<file path="config.mk">
export PLATFORM = sky130hd
export DESIGN_NAME = mux_pipeline_scheduler
export DESIGN_NICKNAME = d
export VERILOG_FILES = /design/src/rtl/mux_pipeline_scheduler.sv
export SDC_FILE = /design/constraint.sdc
export NUM_CORES = 1
export LEC_CHECK = 0
export CAP_MARGIN = 20
export CORE_AREA = 2 2 39 41
export CTS_BUF_LIST = sky130_fd_sc_hd__clkbuf_8
export DETAILED_ROUTE_END_ITERATION = 7
export DIE_AREA = 0 0 41 43
export PLACE_DENSITY = 0.5
export SYNTH_ARGS = -nofsm -noshare
export SYNTH_HDL_FRONTEND = slang
export SYNTH_SLANG_ARGS = --single-unit
</file>
<file path="constraint.sdc">
create_clock -name clk -period 0.95 [get_ports clk]
set_input_delay 0.095 -clock clk [delete_from_list [all_inputs] [get_ports clk]]
set_output_delay 0.095 -clock clk [all_outputs]
set_load 0.02 [all_outputs]
</file>
<file path="src/rtl/mux_pipeline_scheduler.sv">
// Round-robin scheduler feeding a pipelined mux tree: one grant per clock, with a per-level
// skewed sel bus and a valid/index tag that emerges alongside the mux output.
module mux_pipeline_scheduler #(
   parameter int INPUT_COUNT = 2,
   parameter int MUX_SIZE    = 2,
   parameter int LVL_W       = $clog2(MUX_SIZE),
   parameter int LATENCY     = ($clog2(INPUT_COUNT) + LVL_W - 1) / LVL_W,
   parameter int SEL_W       = LATENCY * LVL_W
) (
   input  logic                           clk,
   input  logic                           rst_n,
   input  logic                           en,
   input  logic                           flush,
   input  logic [INPUT_COUNT-1:0]         req,
   output logic [INPUT_COUNT-1:0]         gnt,
   output logic [SEL_W-1:0]               mux_sel,
   output logic                           out_valid,
   output logic [$clog2(INPUT_COUNT)-1:0] out_index
);

   localparam int IDX_W = $clog2(INPUT_COUNT);

   logic [IDX_W-1:0] ptr;
   logic [IDX_W-1:0] winner;
   logic [IDX_W-1:0] next_ptr;
   logic [IDX_W:0]   cand;
   logic             found;
   logic             grant;

   // Stage 0 is the issue register; stage LATENCY is what the consumer sees.
   logic [LATENCY:0] valid_pipe;
   logic [IDX_W-1:0] index_pipe [0:LATENCY];

   // Scan offsets from the far end back toward ptr so the nearest requester wins.
   always_comb begin
      winner = '0;
      found  = 1'b0;
      cand   = '0;
      for (int o = INPUT_COUNT - 1; o >= 0; o--) begin
         cand = {1'b0, ptr} + (IDX_W+1)'(o);
         if (cand >= (IDX_W+1)'(INPUT_COUNT)) begin
            cand = cand - (IDX_W+1)'(INPUT_COUNT);
         end
         if (req[cand[IDX_W-1:0]]) begin
            winner = cand[IDX_W-1:0];
            found  = 1'b1;
         end
      end
   end

   assign next_ptr = (winner == IDX_W'(INPUT_COUNT - 1)) ? '0 : winner + 1'b1;
   assign grant    = en && !flush && found;

   always_ff @(posedge clk or negedge rst_n) begin
      if (!rst_n) begin
         ptr        <= '0;
         gnt        <= '0;
         valid_pipe <= '0;
         for (int s = 0; s <= LATENCY; s++) begin
            index_pipe[s] <= '0;
         end
      end else begin
         gnt           <= '0;
         valid_pipe[0] <= 1'b0;
         if (grant) begin
            gnt           <= {{(INPUT_COUNT-1){1'b0}}, 1'b1} << winner;
            valid_pipe[0] <= 1'b1;
            index_pipe[0] <= winner;
            ptr           <= next_ptr;
         end
         // Flush kills in-flight tags but lets the index/sel stages keep shifting.
         for (int s = 1; s <= LATENCY; s++) begin
            valid_pipe[s] <= flush ? 1'b0 : valid_pipe[s-1];
            index_pipe[s] <= index_pipe[s-1];
         end
      end
   end

   for (genvar d = 0; d < LATENCY; d++) begin : g_sel
      assign mux_sel[d*LVL_W +: LVL_W] = LVL_W'(index_pipe[d] >> (d * LVL_W));
   end

   assign out_valid = valid_pipe[LATENCY];
   assign out_index = index_pipe[LATENCY];

endmodule

</file>
After elaboration in Yosys (flattened, before gate mapping)
Cells that the tools add are included. Widths: inputs -> output; s select.

Memories: 0. Word-level logic and storage cells: 31. Output and inout port bits: 5. Memory bits (read-only): 0. Bits in registers: 7. Bits in writable memories: 0. Bits in latches: 0. Input bits: 6.

$add $sub $neg: 4. Order comparisons: 4. Muxes and demuxes: 14. Reductions and logical operators: 3. Equal/unequal tests: 0. Divide/modulo/power cells: 0. Bitwise gates (word level): 0. Multipliers: 0. Shift-type cells: 1.

Operators with widths (count): $mux 1 (13); $lt 1x2->1 const B (2); $add 1x1->2 const B (1); $ge 1x2->1 const B (1); $ge 2x2->1 const B (1); $logic_and 1x1->1 (2); $mux 2 (1); $shl 1x1->2 const A (1); $sub 1x1->1 const B (2); $add 1x1->1 const B (1); $logic_not 1->1 (1).

Logic depth before layout (Yosys ltp)
Gate-level depths: netlist of run 1.

Word-level depth: 9. Gate-level depth with buffers: 2. Depth with buffers taken out: 2.

Worst setup path before layout of run 1
Ideal clock, no wire load.

Path kind: register to register. Start point: register ptr. End point: register index_pipe, in the netlist mux_sel. Cell stages (with the launch flop): 3. Slack: 0.131 ns. Arrival time: 0.697 ns. Clock period less this slack: 0.819 ns. Buffers on the path: 0. Data required time: 0.829 ns. Setup time: 0.121 ns. Path through: dfrtp_1 -> and2_1 -> o22a_1.

Word-level cells in the longest chain between the ends: 8. Elaborated cells on any way between the ends: 16. Classes of those cells: 3 x add/sub; 2 x order compare; 10 x mux; 1 x reduce/logical.

Ends and longest elaborated chain: start: declaration (line 23) `logic [IDX_W-1:0] ptr;`; start signal: assignment (line 69) `ptr <= next_ptr;`; $add 1x1->2 (line 40) `cand = {1'b0, ptr} + (IDX_W+1)'(o);`; $ge 2x2->1 / $sub 1x1->1 (equally long branches) (line 41, 42); $mux 1 (line 41) `if (cand >= (IDX_W+1)'(INPUT_COUNT)) begin`; $mux 1 (not written as such) (2 in a row) (line 44) `if (req[cand[IDX_W-1:0]]) begin`; $mux 1 (2 in a row) (line 44); $logic_and 1x1->1 (line 52) `assign grant = en && !flush && found;`; end signal: indexed assignment (line 74) `index_pipe[s] <= index_pipe[s-1];`; end: declaration (line 32) `logic [IDX_W-1:0] index_pipe [0:LATENCY];`.

Several ways; a longest one is shown, not always the timed one. The select of a mux whose other input is x is not followed. A chain may end at the register's enable or synchronous reset.

Worst setup path in the final report of run 1
Start point: register index_pipe, in the netlist out_index. End point: output out_index.

RTL lines: end: declaration (line 18) `output logic [$clog2(INPUT_COUNT)-1:0] out_index`.

No word-level cell between the ends.

==> results of run 1 <==
worst max-delay path by stage:
| stage | to | from | slack, ns | cells after the start |
|---|---|---|---|---|
| after floorplan | mux_sel | ptr | 0.13 | 2 |
| after global placement | mux_sel | flush | -0.13 | 3 |
| after detailed placement | mux_sel | flush | -0.14 | 3 |
| after CTS | gnt[0] | gnt[0] | 0.001 | 1 |
| after global routing | out_index | out_index | 0.003 | 1 |
| final | out_index | out_index | 0.03 | 1 |
cells in the final DEF (no fill, tap or decap), drive strengths merged:
cell           instances
inv                    2
buf                    4
nor2b                  1
nand3b                 1
clkdlybuf4s50          5
a21boi                 1
mux2i                  1
and3b                  1
nor3b                  1
nor2                   2
and2                   1
clkbuf                 4
o22a                   1
dfrtp                  7
clkdlybuf4s15          3
kinds of logic after synthesis:
kind of cell | after synthesis
mux | 1
simple gates | 7
compound gates | 2
buf+inv | 1
flops | 7
synth_stat cells:
library cell,n
a21boi_1,1
inv_1,1
nor2_1,2
dfrtp_1,7
and3b_1,1
nor3b_1,1
nand3b_1,1
mux2i_1,1
and2_1,1
o22a_1,1
nor2b_1,1
report_power, final:
group | leakage [nW] | internal (mW) | switching, mW | total [mW]
combinational | 0.0906 | 0.0744 | 0.0631 | 0.138
clock | 0.0269 | 0.278 | 0.112 | 0.390
sequential | 0.0887 | 0.330 | 0.0139 | 0.344
per-layer routing:
| metal | vias to the layer above | global-route usage |
|---|---|---|
| li1 | 94 | - |
| met1 | 79 | 0.0724 |
| met2 | 11 | 0.0750 |
| met3 | 2 | 0.0366 |
| met4 | 0 | 0.0800 |
| met5 | - | 0 |
final cells by class:
cell class / instances / area share
flip-flops and latches: 7 / 0.407
inverters: 1 / 0.00872
multi-input cells: 10 / 0.163
clock buffers: 3 / 0.0959
repair buffers: 13 / 0.270
clock inverters: 1 / 0.00872
well taps: 16 / 0.0465
state kept, by name, summed over array words and instances (netlist names):
| register | cells |
|---|---|
| out_index | 1 |
| gnt | 2 |
| mux_sel | 1 |
| ptr | 1 |
| valid_pipe | 2 |
per-stage QoR:
stage          total power [mW]  setup slack [ns]
2_1_floorplan             0.405             0.131
4_1_cts                   0.897           0.00109
3_5_place_dp              0.502            -0.145
3_3_place_gp              0.498            -0.126
6_report                  0.872            0.0344
5_1_grt                   0.921           0.00339
repair_timing:
action | in CTS | in global routing
pin swaps | 0 | 0
hold endpoints to repair | 0 | 0
gates resized for setup | 14 | 2
setup endpoints to repair | 5 | 2
==> results.ini, run 1 <==
[floorplan]
initial_core_util=0.180
ios=11
die_width_um=41
die-area_um2=1760
rows=14
coreArea_um2=1380
die_h_um=43

[route]
dr.pass1.iters=3
wire_per_inst_um=8.65
ant_nets=0
dr_wl_met3_um=66
vias=186
drt_iter0_drc=4
routed.top_layer=met4
m1WireLength_um=192
via_per_inst=3.65
route.detailed.drc=0
wl_um=441
wl_met2_um=174

[clock_network]
ctsRootBufferMaster=clkbuf_8
post_cts_buffers=0
cts_tree=done
postCtsHoldBufs=0
cts_max_path_buffers=2
cts_sinks=7
h-tree-depth=1
numCtsBuffers=3
clk_transition_reported_paths_ns=0.04
clk_latency_ns=0.22

[setup_path]
r2r-end=mux_sel
cp-start-kind=flop
cp.required_ns=0.85
rr_worst_depth=2
worstPathCellList=clkdlybuf4s15_2
r2r-start=ptr
critPathBufInv=1
critical_path.max_fanout=1
slowest_stage=dfrtp_1
cp_top_family=flip-flops
critPathArrivalTime_ns=0.82
criticalPathCategory=reg -> out
slowest_delay_ns=0.35
ff2ff_setup_slack_ns=0.10
endpoint_kind=output port

[synth]
synth_mux_area_frac=0.0402
synth-simple-area-share=0.176
ys_warn_count=0
syn_inst=18
synth_top_family_by_area=simple AND/OR/NAND/NOR gates
synth_fp_nets=24
synth-compound-area-share=0.0653
syn_area_per_cell_um2=13.8
synth_xor_area_frac=0
synth_adder_area_share=0
yosys-top-cells-area=dfrtp_1 70%, mux2i_1 4.0%, and3b_1 3.5%, o22a_1 3.5%, a21boi_1 3.0%
yosys.area.top_type_share=0.704
synth_seq_cells=7
synth_area_um2=249
yosysUniqueCellTypes=11
yosys.area.top_type=dfrtp_1
yosysSeqAreaShare=0.704

[place]
place_inst=47
dp.final_hpwl_um=353
gp_congestion=0.634
port_buffers=10
dpl_cell_area_um2=392

[global_route]
grt_max_degree=8
grt.overflow.total=0
grt_pass1_wl_um=696
grt_pass1_vias=189
antenna_found_initial=0
grt_use_total=0.0657

[timing]
finalCriticalPeriod_ns=0.916
fin_setup_tns_ns=0
setup_viol=0
rsz0062_at_grt=false
slew_viol_final=0
finalCritPeriodShare=0.964
timing.fmax_mhz=1090
slew-limit-headroom=0.791
worst_pin_slew_ns=0.313
hold_violations=0
skew_ns=0.00198
whs_ns=0.134

[final_layout]
drive_gt1_frac=0.314
final_nets=42
num_antenna_cells=0
syn_to_final_growth_pct=72.9
fin_util=0.311
final_cells=51
num-fill-cells=139
final-seq-area_um2=175
multi_input_area_um2=70.1
finalInstanceArea_um2=430

[run]
maxCapViolCount=0

[pwr]
ir_drop_uv=602
p_leak_nw=0.206
powerDensity_nw_per_um2=2030

[run_status]
status=finished, final reports clean

[min_path]
hp-class=in -> async

Power figures use the tool's default switching activity.
==> run 2: changes to the inputs <==
==> constraint.sdc (replaced) <==
create_clock -name clk -period 0.95 [get_ports clk]
set_input_delay 0.2375 -clock clk [delete_from_list [all_inputs] [get_ports clk]]
set_output_delay 0.2375 -clock clk [all_outputs]
set_load 0.02 [all_outputs]
==> run 2 against run 1 <==
Net effect: the run now ends with negative setup slack left; combinational power rose by 11%; wire length rose by 13%; clock-buffer cell count did not move; clock power rose by 2%; total power rose by 3.3%; sequential power rose by 2%; largest power group unchanged; critical path depth did not move.
==> results.ini, run 2 (synthesized netlist as in run 1, its figures left out) <==
[run]
maxCapViolCount=0

[place]
place_inst=47
gp_congestion=0.640
port_buffers=10

[clock_network]
ctsRootBufferMaster=clkbuf_8
h-tree-depth=1
postCtsHoldBufs=0
cts_sinks=7
cts_max_path_buffers=2
numCtsBuffers=3
clk_latency_ns=0.22
cts_tree=done
clk_transition_reported_paths_ns=0.04

[pwr]
p_sw_frac=0.227
seq_power_share=0.389
p_leak_nw=0.236
p_comb_frac=0.170
powerDensity_nw_per_um2=2020
ir_drop_uv=918
total_power_uw=900
clkPwrFrac=0.441
p_int_uw=696
switching_power_uw=204

[route]
m1WireLength_um=203
ant_nets=0
routed.top_layer=met4
wire_per_inst_um=9.75
wl_um=497
dr.pass1.iters=4
dr_wl_met3_um=59
vias=196
wl_met2_um=206
route.detailed.drc=0
drt_iter0_drc=5
via_per_inst=3.84

[final_layout]
drive_gt1_frac=0.343
final_cell_mix=7 x dfrtp_1, 5 x buf_6, 3 x clkbuf_8, 3 x buf_4
top_regs=gnt x2, valid_pipe x2
fin_util=0.323
syn_to_final_growth_pct=79.4
num-fill-cells=141
final_cells=51
layout_commonest_cell=dfrtp_1
final_nets=42
num_antenna_cells=0

[run_status]
violations=negative setup slack
status=finished, violations left

[timing]
skew_ns=0.000133
finalCriticalPeriod_ns=0.974
setup_viol=5
fin_setup_tns_ns=-0.0423
slew-limit-headroom=0.794
worst_pin_slew_ns=0.308
slew_viol_final=0
hold_violations=0
finalCritPeriodShare=1.03
timing.fmax_mhz=1030
fin_ws_ns=-0.0243
rsz0062_at_grt=true

[setup_path]
slowest_stage=dfrtp_1
r2r-end=mux_sel
r2r-start=ptr
endpoint_kind=output port
critPathArrivalTime_ns=0.74
cp_top_family=flip-flops
critical_path.max_fanout=2
criticalPathCategory=reg -> out
cp.required_ns=0.71
slowest_delay_ns=0.38
ff2ff_setup_slack_ns=0.06
worstPathCellList=buf_6
cp-start-kind=flop
critPathBufInv=1
rr_worst_depth=2

[floorplan]
initial_core_util=0.180
die_width_um=41
die_h_um=43
rows=14
ios=11
coreArea_um2=1380
die-area_um2=1760

[global_route]
grt_pass1_vias=185
grt_pass1_wl_um=745
antenna_found_initial=0
grt.overflow.total=0
grt_use_total=0.0700
grt_max_degree=8

[min_path]
hp-class=in -> async

==> run 2: cell count changes in the layout (fill, tap and decap cells not counted), sizes merged <==
cell	before	now
clkdlybuf4s50	5	1
clkdlybuf4s15	3	0
buf	4	8
dlygate4sd2	0	2
clkbuf	4	3
dlymetal6s2s	0	2
==> run 2: cell type report <==
class	instances	area (µm²)	share of cell area
flip-flops and latches	7	175	0.392
well taps	16	20.0	0.0448
clock buffers	3	41.3	0.0924
clock inverters	1	3.75	0.00840
repair buffers	13	131	0.294
inverters	1	3.75	0.00840
multi-input cells	10	71.3	0.160
==> run 2: layer usage <==
| layer | global-route usage | vias to the layer above |
|---|---|---|
| li1 | - | 93 |
| met1 | 0.0698 | 86 |
| met2 | 0.0938 | 13 |
| met3 | 0.0314 | 4 |
| met4 | 0.0800 | 0 |
| met5 | 0 | - |
==> run 2: what timing repair did <==
item,4_1_cts,5_1_grt
setup buffers,0,0
setup endpoints to repair,8,8
gates resized for setup,32,3
gates cloned,0,0
pin swaps,2,3
==> run 2: worst max-delay path by stage <==
stage	startpoint	end	slack, ns	cells after the start
after floorplan	ptr	mux_sel	0.13	2
after global placement	flush	mux_sel	-0.27	3
after detailed placement	flush	mux_sel	-0.28	3
after CTS	mux_sel	mux_sel	-0.03	1
after global routing	mux_sel	mux_sel	-0.05	1
final	mux_sel	mux_sel	-0.02	1
==> run 2: power groups by stage <==
stage	combinational (mW)	sequential (mW)	clock [mW]
CTS	0.156	0.352	0.403
detailed placement	0.154	0.351	0
finish	0.153	0.350	0.397
floorplan	0.0287	0.376	0
global placement	0.152	0.347	0
global route	0.168	0.354	0.418
==> run 2: stage by stage <==
stage	hold slack [ns]	worst slack (ns)	cell area, µm²
floorplan	-0.0581	0.131	249
global placement	0.450	-0.275	392
detailed placement	0.451	-0.282	392
CTS	0.286	-0.0319	440
global route	0.298	-0.0496	447
finish	0.272	-0.0243	447
==> run 3: changes to the inputs <==
CTS_BUF_LIST = unset   (was sky130_fd_sc_hd__clkbuf_8)
==> run 3 against run 2 <==
Net effect: the run still ends with negative setup slack left; worst hold slack got worse by 0.023 ns; global-route usage did not move; via count rose by 3.6%; sequential power barely moved; cell area fell by 3.9%; combinational power barely moved; largest cell class unchanged; largest power group is now registers.
==> results.ini, run 3 (synthesized netlist as in run 1, its figures left out) <==
[run_status]
status=finished, violations left
violations=negative setup slack

[floorplan]
ios=11
die_width_um=41
die_h_um=43
rows=14
initial_core_util=0.180
die-area_um2=1760
coreArea_um2=1380

[final_layout]
drive_gt1_frac=0.343
final_nets=42
num_antenna_cells=0
top_regs=gnt x2, valid_pipe x2
layout_commonest_cell=dfrtp_1
fin_util=0.310
num-fill-cells=145
final_cells=51
final_cell_mix=7 x dfrtp_1, 5 x buf_6, 3 x clkbuf_4, 3 x buf_4
finalInstanceArea_um2=429
syn_to_final_growth_pct=72.4

[place]
place_ws_ns=-0.282
dpl_cell_area_um2=392
gp_congestion=0.640
port_buffers=10
place_inst=47

[route]
ant_nets=0
dr.pass1.iters=2
route.detailed.drc=0
wire_per_inst_um=9.78
wl_um=499
via_per_inst=3.98
vias=203
drt_iter0_drc=1

[timing]
worst_pin_slew_ns=0.315
slew_viol_final=0
fin_ws_ns=-0.0518
timing.fmax_mhz=998
slew-limit-headroom=0.790
skew_ns=0.00249
finalCritPeriodShare=1.05
hold_violations=0
rsz0062_at_grt=true
finalCriticalPeriod_ns=1.00
setup_viol=5

[global_route]
antenna_found_initial=0
grt_pass1_wl_um=745
grt_use_total=0.0700
grt.overflow.total=0
grt_pass1_vias=185
grt_max_degree=8

[clock_network]
clk_latency_ns=0.25
post_cts_buffers=0
cts_max_path_buffers=2
h-tree-depth=1
postCtsHoldBufs=0
ctsRootBufferMaster=clkbuf_4
cts_sinks=7
clk_transition_reported_paths_ns=0.05
numCtsBuffers=3
cts_tree=done

[pwr]
clkPwrFrac=0.340
total_power_uw=763
ir_drop_uv=625
switching_power_uw=185
p_comb_frac=0.203
seq_power_share=0.457
p_sw_frac=0.242
p_int_uw=578
p_leak_nw=0.223
powerDensity_nw_per_um2=1780

[setup_path]
critPathBufInv=1
ff2ff_setup_slack_ns=0.06
cp_top_family=flip-flops
cp.required_ns=0.71
criticalPathCategory=reg -> out
cp-start-kind=flop
r2r-start=ptr
endpoint_kind=output port
critical_path.max_fanout=2
worstPathCellList=buf_6
slowest_delay_ns=0.38
rr_worst_depth=2
slowest_stage=dfrtp_1
critPathArrivalTime_ns=0.76
r2r-end=mux_sel

[run]
maxCapViolCount=0

[min_path]
hp-class=in -> async

==> run 3: timing repair <==
item                                    4_1_cts  5_1_grt
resized for setup                            31        3
endpoints found under the setup margin        6        8
hold endpoints to repair                      0        0
pin swaps                                     0        3
==> run 3: how the worst max path moves through the flow <==
stage,start,endpoint,slack (ns),depth (start not counted)
6_report,mux_sel,mux_sel,-0.05,1
5_1_grt,mux_sel,mux_sel,-0.08,1
4_1_cts,mux_sel,mux_sel,-0.06,1
3_5_place_dp,flush,mux_sel,-0.28,3
3_3_place_gp,flush,mux_sel,-0.27,3
2_1_floorplan,ptr,mux_sel,0.13,2
==> run 3: area by class of cell <==
type | count | area (µm²) | share of cell area
Multi-Input combinational cell | 10 | 71.3 | 0.166
Inverter | 1 | 3.75 | 0.00875
Clock buffer | 4 | 26.3 | 0.0612
Timing Repair Buffer | 13 | 133 | 0.309
Tap cell | 16 | 20.0 | 0.0466
Sequential cell | 7 | 175 | 0.408
==> run 3: metrics by stage <==
step           TNS, ns  hold slack (ns)
2_1_floorplan        0          -0.0581
3_3_place_gp     -2.00            0.450
3_5_place_dp     -2.09            0.451
4_1_cts         -0.226            0.256
5_1_grt         -0.284            0.265
6_report        -0.168            0.248
==> run 3: power by group through the flow <==
stage	clock network (mW)	registers [mW]	logic (mW)
after floorplan	0	0.376	0.0287
after global placement	0	0.347	0.152
after detailed placement	0	0.351	0.154
after CTS	0.270	0.351	0.157
after global routing	0.284	0.352	0.170
final	0.259	0.349	0.155
==> run 3: layer usage <==
metal	part of all wire	up-vias	track usage	wire length (µm)
met3	0.12	4	0.0314	61
met1	0.39	90	0.0698	193
met5	0	-	0	0
met4	0.048	0	0.0800	24
li1	-	96	-	-
met2	0.44	13	0.0938	220
